$ cat config.mk
export PLATFORM = sky130hd
export DESIGN_NAME = lcd_timing_gen
export DESIGN_NICKNAME = d
export VERILOG_FILES = /design/src/rtl/lcd_timing_pkg.sv /design/src/rtl/lcd_timing_axis.sv /design/src/rtl/lcd_timing_gen.sv
export SDC_FILE = /design/constraint.sdc
export NUM_CORES = 1
export LEC_CHECK = 0
export ABC_AREA = 1
export CAP_MARGIN = 0
export CORE_MARGIN = 1.5
export CORE_UTILIZATION = 30
export CTS_CLUSTER_DIAMETER = 100
export CTS_CLUSTER_SIZE = 10
export DETAILED_ROUTE_END_ITERATION = 8
export SYNTH_ARGS = -nofsm -noshare
export SYNTH_HDL_FRONTEND = slang
export SYNTH_SLANG_ARGS = --single-unit
export TNS_END_PERCENT = 1
$ cat constraint.sdc
create_clock -name CLK -period 1.7 [get_ports CLK]
set_clock_uncertainty 0.2 [all_clocks]
set_input_delay 0.51 -clock CLK [delete_from_list [all_inputs] [get_ports CLK]]
set_output_delay 0.51 -clock CLK [all_outputs]
set_load 0.005 [all_outputs]
$ cat src/rtl/lcd_timing_pkg.sv
// Shared constants for the LCD raster timing generator: 480x272 panel defaults,
// sync polarity encodings and a constant-evaluable ceil(log2) helper.
package lcd_timing_pkg;

  localparam int unsigned DEF_H_SYNC   = 41;
  localparam int unsigned DEF_H_BP     = 2;
  localparam int unsigned DEF_H_ACTIVE = 480;
  localparam int unsigned DEF_H_FP     = 2;
  localparam int unsigned DEF_V_SYNC   = 10;
  localparam int unsigned DEF_V_BP     = 2;
  localparam int unsigned DEF_V_ACTIVE = 272;
  localparam int unsigned DEF_V_FP     = 2;

  localparam logic POL_ACTIVE_LOW  = 1'b0;
  localparam logic POL_ACTIVE_HIGH = 1'b1;

  // Bits needed to hold 0..value-1; never returns less than 1.
  function automatic int unsigned clog2(input int unsigned value);
    int unsigned width;
    int unsigned rem;
    width = 0;
    rem   = (value > 0) ? value - 1 : 0;
    while (rem != 0) begin
      width = width + 1;
      rem   = rem >> 1;
    end
    return (width == 0) ? 1 : width;
  endfunction

endpackage

$ cat src/rtl/lcd_timing_axis.sv
// One raster axis: position counter plus combinational sync/active/position
// decodes of the current count; WRAP flags the last position of the axis.
module lcd_timing_axis
  import lcd_timing_pkg::*;
#(
  parameter int unsigned SYNC_LEN = DEF_H_SYNC,
  parameter int unsigned BP       = DEF_H_BP,
  parameter int unsigned ACTIVE   = DEF_H_ACTIVE,
  parameter int unsigned FP       = DEF_H_FP,
  parameter logic        POL      = POL_ACTIVE_LOW,
  localparam int unsigned TOTAL   = SYNC_LEN + BP + ACTIVE + FP,
  localparam int unsigned W       = clog2(TOTAL)
) (
  input  logic         CLK,
  input  logic         RESET,
  input  logic         ADV,
  output logic [W-1:0] COUNT,
  output logic         SYNC,
  output logic         ADE,
  output logic [W-1:0] POS,
  output logic         WRAP
);

  // Inclusive bounds keep every constant inside W bits even when FP is 0.
  localparam logic [W-1:0] LAST      = W'(TOTAL - 1);
  localparam logic [W-1:0] SYNC_LAST = W'(SYNC_LEN - 1);
  localparam logic [W-1:0] ACT_FIRST = W'(SYNC_LEN + BP);
  localparam logic [W-1:0] ACT_LAST  = W'(SYNC_LEN + BP + ACTIVE - 1);

  logic [W-1:0] count_q, count_d;

  always_comb begin
    WRAP    = (count_q == LAST);
    count_d = count_q;
    if (ADV) begin
      count_d = WRAP ? '0 : count_q + W'(1);
    end
    COUNT = count_q;
    SYNC  = (count_q <= SYNC_LAST) ? POL : ~POL;
    ADE   = (count_q >= ACT_FIRST) && (count_q <= ACT_LAST);
    POS   = ADE ? count_q - ACT_FIRST : '0;
  end

  always_ff @(posedge CLK) begin
    if (RESET) begin
      count_q <= '0;
    end else begin
      count_q <= count_d;
    end
  end

endmodule

$ cat src/rtl/lcd_timing_gen.sv
// TFT-LCD raster timing generator: H and V axis counters with every decoded
// output registered from the pre-increment position (one cycle of latency).
module lcd_timing_gen
  import lcd_timing_pkg::*;
#(
  parameter int unsigned H_SYNC   = DEF_H_SYNC,
  parameter int unsigned H_BP     = DEF_H_BP,
  parameter int unsigned H_ACTIVE = DEF_H_ACTIVE,
  parameter int unsigned H_FP     = DEF_H_FP,
  parameter int unsigned V_SYNC   = DEF_V_SYNC,
  parameter int unsigned V_BP     = DEF_V_BP,
  parameter int unsigned V_ACTIVE = DEF_V_ACTIVE,
  parameter int unsigned V_FP     = DEF_V_FP,
  parameter logic        HS_POL   = POL_ACTIVE_LOW,
  parameter logic        VS_POL   = POL_ACTIVE_LOW,
  localparam int unsigned H_TOTAL = H_SYNC + H_BP + H_ACTIVE + H_FP,
  localparam int unsigned V_TOTAL = V_SYNC + V_BP + V_ACTIVE + V_FP,
  localparam int unsigned HW      = clog2(H_TOTAL),
  localparam int unsigned VW      = clog2(V_TOTAL)
) (
  input  logic          CLK,
  input  logic          RESET,
  input  logic          EN,
  input  logic          BLANK,
  output logic [HW-1:0] H_COUNT,
  output logic [VW-1:0] V_COUNT,
  output logic          HSYNC,
  output logic          VSYNC,
  output logic          hDE,
  output logic          vDE,
  output logic          DE,
  output logic [HW-1:0] PIX_X,
  output logic [VW-1:0] PIX_Y,
  output logic          LINE_START,
  output logic          FRAME_START
);

  logic [HW-1:0] h_count, h_pos;
  logic [VW-1:0] v_count, v_pos;
  logic          h_sync, h_ade, h_wrap, v_adv;
  logic          v_sync, v_ade, v_wrap;

  logic          hsync_q, hsync_d, vsync_q, vsync_d;
  logic          hde_q, hde_d, vde_q, vde_d, de_q, de_d;
  logic [HW-1:0] pix_x_q, pix_x_d;
  logic [VW-1:0] pix_y_q, pix_y_d;
  logic          line_start_q, line_start_d, frame_start_q, frame_start_d;
  logic          at_origin_q, at_origin_d;

  assign v_adv = EN & h_wrap;

  lcd_timing_axis #(
    .SYNC_LEN(H_SYNC), .BP(H_BP), .ACTIVE(H_ACTIVE), .FP(H_FP), .POL(HS_POL)
  ) u_h_axis (
    .CLK(CLK), .RESET(RESET), .ADV(EN),
    .COUNT(h_count), .SYNC(h_sync), .ADE(h_ade), .POS(h_pos), .WRAP(h_wrap)
  );

  lcd_timing_axis #(
    .SYNC_LEN(V_SYNC), .BP(V_BP), .ACTIVE(V_ACTIVE), .FP(V_FP), .POL(VS_POL)
  ) u_v_axis (
    .CLK(CLK), .RESET(RESET), .ADV(v_adv),
    .COUNT(v_count), .SYNC(v_sync), .ADE(v_ade), .POS(v_pos), .WRAP(v_wrap)
  );

  // at_origin tracks (H,V)==(0,0) from reset and the joint wrap, avoiding a
  // second full-width compare on the vertical count.
  always_comb begin
    hsync_d       = hsync_q;
    vsync_d       = vsync_q;
    hde_d         = hde_q;
    vde_d         = vde_q;
    de_d          = de_q;
    pix_x_d       = pix_x_q;
    pix_y_d       = pix_y_q;
    at_origin_d   = at_origin_q;
    line_start_d  = 1'b0;
    frame_start_d = 1'b0;
    if (EN) begin
      hsync_d       = h_sync;
      vsync_d       = v_sync;
      hde_d         = h_ade;
      vde_d         = v_ade;
      de_d          = h_ade & v_ade & ~BLANK;
      pix_x_d       = h_pos;
      pix_y_d       = v_pos;
      line_start_d  = (h_count == '0);
      frame_start_d = at_origin_q;
      at_origin_d   = h_wrap & v_wrap;
    end
  end

  always_ff @(posedge CLK) begin
    if (RESET) begin
      hsync_q       <= ~HS_POL;
      vsync_q       <= ~VS_POL;
      hde_q         <= 1'b0;
      vde_q         <= 1'b0;
      de_q          <= 1'b0;
      pix_x_q       <= '0;
      pix_y_q       <= '0;
      line_start_q  <= 1'b0;
      frame_start_q <= 1'b0;
      at_origin_q   <= 1'b1;
    end else begin
      hsync_q       <= hsync_d;
      vsync_q       <= vsync_d;
      hde_q         <= hde_d;
      vde_q         <= vde_d;
      de_q          <= de_d;
      pix_x_q       <= pix_x_d;
      pix_y_q       <= pix_y_d;
      line_start_q  <= line_start_d;
      frame_start_q <= frame_start_d;
      at_origin_q   <= at_origin_d;
    end
  end

  always_comb begin
    H_COUNT     = h_count;
    V_COUNT     = v_count;
    HSYNC       = hsync_q;
    VSYNC       = vsync_q;
    hDE         = hde_q;
    vDE         = vde_q;
    DE          = de_q;
    PIX_X       = pix_x_q;
    PIX_Y       = pix_y_q;
    LINE_START  = line_start_q;
    FRAME_START = frame_start_q;
  end

endmodule
# After elaboration in Yosys (flattened, before gate mapping)
# Cells that the tools add are included.
[op_classes]
add_sub_neg = 4
n_reduce_logical = 4
muxes = 6
order_cmp = 6
bitwise_logic = 6
eq_ne = 2
[op_table]
columns = ["operator", "count"]
rows = [
  ["10-bit 2-to-1 mux", 2],
  ["9-bit 2-to-1 mux", 2],
  ["10-bit by 1-bit adder with 10-bit output, second input constant", 1],
  ["10-bit equality test, second input constant", 1],
  ["10-bit by 6-bit greater-or-equal comparator with 1-bit output, second input constant", 1],
  ["10-bit <= comparator, second input constant", 1],
  ["10-bit by 6-bit <= comparator with 1-bit output, second input constant", 1],
  ["10-bit logical NOT", 1],
  ["10-bit by 6-bit subtractor with 10-bit output, second input constant", 1],
  ["9-bit by 1-bit adder with 9-bit output, second input constant", 1],
  ["9-bit equality test, second input constant", 1],
  ["9-bit by 4-bit greater-or-equal comparator with 1-bit output, second input constant", 1],
  ["9-bit by 4-bit <= comparator with 1-bit output, second input constant", 1],
  ["9-bit <= comparator, second input constant", 1],
  ["9-bit by 4-bit subtractor with 9-bit output, second input constant", 1],
  ["1-bit AND", 4],
  ["1-bit logical AND", 2],
  ["1-bit 2-to-1 mux", 2],
  ["1-bit inverter", 2],
  ["2-bit OR reduction", 1],
]
[totals]
output_inout_bits = 45
elab_cells = 40
regBits = 46

# Logic depth before layout (Yosys ltp)
[depth]
ltp_word = 4
ltp_mapped = 11
mapped_depth_nobuf = 10

# Cells and area by module
# From an unflattened synthesis, not the netlist that was laid out.
[unflattened]
cells_unflattened = 388
hier_area_um2 = 2653.8
[modules_own_cells]
columns = ["module", "instances", "cells_per_inst", "area_each_um2"]
rows = [
  ["lcd_timing_gen", 1, 133, 1106.1],
  ["lcd_timing_axis at u_h_axis", 1, 139, 824.5],
  ["lcd_timing_axis at u_v_axis", 1, 116, 723.2],
]

# Worst setup path after synthesis
# Ideal clock, no wire load.
[synth_path]
kind = "reg2reg"
startpoint = "register u_v_axis.count_q[0], in the netlist u_v_axis.COUNT[0]"
endpoint = "register pix_y_q[5], in the netlist PIX_Y[5]"
arrival_ns = 1.336
path_slack_ns = 0.032
n_path_buf = 0
stages_incl_launch_ff = 11
period_less_slack_ns = 1.668
cell_sequence = "dfxtp_1 > inv_1 > ha_1 > nand2_1 > nand2_1 > o21ai_1 > nand2_1 > nand2_1 > inv_1 > o21ai_1 > a21oi_1"
[synth_via]
elab_chain_len = 3
elab_cells_between_ends = 5
cone_classes = "add/sub: 1; order compare: 2; mux: 1; reduce/logical: 1"
[synth_lines]
columns = ["element", "line", "text"]
rows = [
  ["start, declared", "lcd_timing_axis.sv:30", "logic [W-1:0] count_q, count_d;"],
  ["start signal, assigned", "lcd_timing_axis.sv:48", "count_q <= count_d;"],
  ["9-bit by 4-bit greater-or-equal comparator with 1-bit output / 9-bit <= comparator (equally long branches)", "lcd_timing_axis.sv:40", "ADE = (count_q >= ACT_FIRST) && (count_q <= ACT_LAST);"],
  ["1-bit logical AND", "lcd_timing_axis.sv:40", ""],
  ["9-bit 2-to-1 mux (*)", "lcd_timing_axis.sv:41", "POS = ADE ? count_q - ACT_FIRST : '0;"],
  ["end signal, assigned", "lcd_timing_gen.sv:112", "pix_y_q <= pix_y_d;"],
  ["end, declared", "lcd_timing_gen.sv:46", "logic [VW-1:0] pix_y_q, pix_y_d;"],
]
# Every way passes the cells marked *; elsewhere a longest branch is shown, timed or not.
# A chain may end at the register's enable or synchronous reset.

# Worst setup path after layout
[layout_path]
startpoint = "register u_h_axis.count_q[5], in the netlist u_h_axis.COUNT[5]"
endpoint = "register de_q, in the netlist DE"
[layout_via]
elab_chain_len = 4
elab_cells_between_ends = 5
cone_classes = "order compare: 2; bitwise: 2; reduce/logical: 1"
[layout_lines]
columns = ["element", "line", "text"]
rows = [
  ["start, declared", "lcd_timing_axis.sv:30", ""],
  ["start signal, assigned", "lcd_timing_axis.sv:48", ""],
  ["10-bit by 6-bit greater-or-equal comparator with 1-bit output / 10-bit <= comparator (equally long branches)", "lcd_timing_axis.sv:40", ""],
  ["1-bit logical AND (*)", "lcd_timing_axis.sv:40", ""],
  ["1-bit AND (*) (2 in a row)", "lcd_timing_gen.sv:84", "de_d = h_ade & v_ade & ~BLANK;"],
  ["end signal, assigned", "lcd_timing_gen.sv:99", "de_q <= 1'b0;"],
  ["end signal, assigned", "lcd_timing_gen.sv:110", "de_q <= de_d;"],
  ["end, declared", "lcd_timing_gen.sv:44", "logic hde_q, hde_d, vde_q, vde_d, de_q, de_d;"],
]
# Marked as above.

==> metrics <==
top cell family by delay on the critical path buffers and inverters; Crit Reg-Reg Endpoint DE; GP Congestion 0.885; ant diodes 0; share of cells above drive strength 1 42.0%; worst endpoint required time 1.74 ns; fin. max-slew vios 0; Vert. Die Dim 92.2 um; detail-routed via count per cell 4.79; total number of vias 2711; relative slew slack 76.8%; Final Setup Violations 6; Hold Fails Final Rpt 0; startpoint types flip-flop; Final period util 102%; Critical Path, Cell by Cell buf_6, buf_6, nand2_2, nor2_2, nand3_2, a21oi_4, clkbuf_16, nand3_1, a21oi_1; Top FF cell, synth dfxtp_1; status finished, violations left; area delta synth->final 65.5%; Critical Path AT 1.77 ns; HPWL Detailed 5510 um; I/O pins 49; global-route wire length before repair 12100 um; reg-to-reg critical path startpoint u_h_axis.COUNT[5]; GRT overflow 0; Root Driver clkbuf_8; # H-tree levels 2; crit path capture type flip-flop; pin count of the biggest net entering global routing 14; min-delay worst type flip-flop to flip-flop; initial antenna violation count 0; Max clock buf depth 2; post-synthesis cell count 339; Worst Tran Pin Value 0.344 ns; Detailed Route Iter0 Violations 117; Hold Crit Start at_origin_q; clk_lat worst skew 0.31 ns; Placed Area 0.00339 mm2; wire length per cell 13.8 um; clk slew on worst S/H paths 0.09 ns; clock buffer count from CTS 5; failing checks setup timing; Hold EP FRAME_START; maximum vdd drop 261 uV; TNS Setup -0.0860 ns; Post-synth EDFFs 0; Antenna Nets Post-Route 0; worst setup margin -0.0388 ns; CP max stage delay 0.36 ns; Pre-antenna DRT Iters 4; Worst R2R Path Depth 9; share of synthesized flip-flops with an asynchronous set or reset 0%; Yosys reg bits 46; final-stage net count 475; worst setup path class flip-flop to flip-flop; syn_nets 351; Routed WL 7830 um; Most common cell on crit path buf_6; CTS Hold Bufs 0; pwr dens 535 mW/mm2; critical path peak fanout 6; non-filler instance count after layout 566; core footprint 0.00773 mm2; WHS Path Cells 2; f_max 575 MHz; syn_area_per_cell 7.04 um2; count of cell types in the netlist 33; sequential fraction of the synthesis area 38.6%; reg2reg setup slack -0.04 ns; Leak 1.82 nW; row count 32; post-layout min period 1.74 ns; Die W 92.2 um; max cap viols 0; Initial Utilization 30.9%; yosys warns 0; CTS sink cnt 46; Port Buf Inserts 48; Mapped Area 0.00239 mm2; gr usage total 17.9%; CP Buf/Inv Count 3; Post-Place Cells 538; Design Area, Final 0.00395 mm2; CTS tree done; RSZ-0062 raised after global routing yes; number of global-route vias before repair 2591; Critical-path top delay cell dfxtp_4; DRC violations left 0; die footprint 0.00850 mm2
[layout make-up]
cell class,count,area (um2)
sequential,46,990
timing repair buffer,127,1070
clock buffer,7,76.3
inverter,37,153
fill,749,3780
clock inverter,1,30.0
multi-input combinational,246,1510
tap,102,128
[cells in the final DEF, fill, tap and decap left out, types with 8 or more instances in the layout]
| cell | n |
|---|---|
| nand2_1 | 76 |
| buf_4 | 74 |
| dlygate4sd2_1 | 42 |
| a21oi_1 | 27 |
| dfxtp_2 | 25 |
| inv_1 | 23 |
| nor2_1 | 22 |
| nand3_1 | 17 |
| nand4_1 | 13 |
| nand2_2 | 12 |
| dfxtp_1 | 11 |
| dfxtp_4 | 10 |
| a21oi_2 | 9 |
| nand3_2 | 9 |
| inv_2 | 8 |
| xor2_1 | 8 |
| nor2_2 | 8 |
[worst register-to-register path, delay by kind of cell (launching register included)]
kind / cells / cell delay (ns)
DFF: 1 / 0.36
and+or+nand+nor: 4 / 0.32
buffers and inverters: 3 / 0.40
AOI/OAI and AO/OA: 2 / 0.37
[layer usage]
layer,track usage [%],wire length (um),share of wire (%)
met4,5.51,167,2.1
met3,2.49,394,5.0
met5,0,0,0
met1,24.7,3640,46
met2,28.9,3630,46
[cells in the mapped netlist, types with 4 or more instances]
cell | n | area share, %
nand3_1 | 25 | 5.2
a21oi_1 | 35 | 7.3
inv_1 | 33 | 5.2
nand4_1 | 13 | 3.4
dfxtp_1 | 46 | 39
nor2_1 | 30 | 4.7
ha_1 | 8 | 4.2
nor2_2 | 4 | 1.0
clkbuf_1 | 5 | 0.79
o21ai_0 | 9 | 1.9
xor2_1 | 9 | 3.3
nand2_1 | 87 | 14
[kinds of logic after synthesis]
family / after synthesis / synth area share [%]
buf+inv: 47 / 8.44
fa+ha+maj: 8 / 4.19
compound gates: 57 / 13.3
xor+xnor: 9 / 3.30
simple gates: 172 / 32.2
flops: 46 / 38.6
[flip-flops by register name, summed over array words and instances (netlist names)]
signal and count:
PIX_X 10, u_h_axis.COUNT 10, PIX_Y 9, u_v_axis.COUNT 9, DE 1, FRAME_START 1, HSYNC 1, LINE_START 1
VSYNC 1, at_origin_q 1, hDE 1, vDE 1
[stage by stage]
step	worst slack (ns)	power (mW)	utilization (%)	hold WS, ns
after detailed placement	-0.494	1.28	43.9	0.225
final	-0.0388	2.12	51.1	0.240
after global placement	-0.432	1.28	43.9	0.233
after CTS	-0.0230	2.09	46.7	0.241
after global routing	-0.101	2.19	51.1	0.276
after floorplan	0.0322	1.19	-	0.210
[report_power, final]
| part | switching (mW) | total (mW) | internal, mW | leakage, nW |
|---|---|---|---|---|
| clock network | 0.383 | 0.824 | 0.440 | 0.0524 |
| registers | 0.0109 | 1.09 | 1.08 | 0.392 |
| logic | 0.106 | 0.202 | 0.0966 | 1.38 |
| total | 0.500 | 2.12 | 1.62 | 1.82 |
[how the worst max path moves through the flow]
stage / from / endpoint / cells past startpoint
final: u_h_axis.COUNT[5] / DE / 9
after global routing: u_h_axis.COUNT[1] / u_h_axis.COUNT[9] / 10
after CTS: u_h_axis.COUNT[0] / u_v_axis.COUNT[7] / 9
after detailed placement: EN / u_v_axis.COUNT[7] / 8
after global placement: EN / u_h_axis.COUNT[9] / 8
after floorplan: u_v_axis.COUNT[0] / PIX_Y[5] / 10
[what timing repair did]
item	in CTS	in global routing
resized for setup	108	73
buffers inserted	8	12
pin swaps	1	26
setup endpoints to repair	82	41
cloned	0	1
Note: power is estimated with default switching activity, not from simulation.
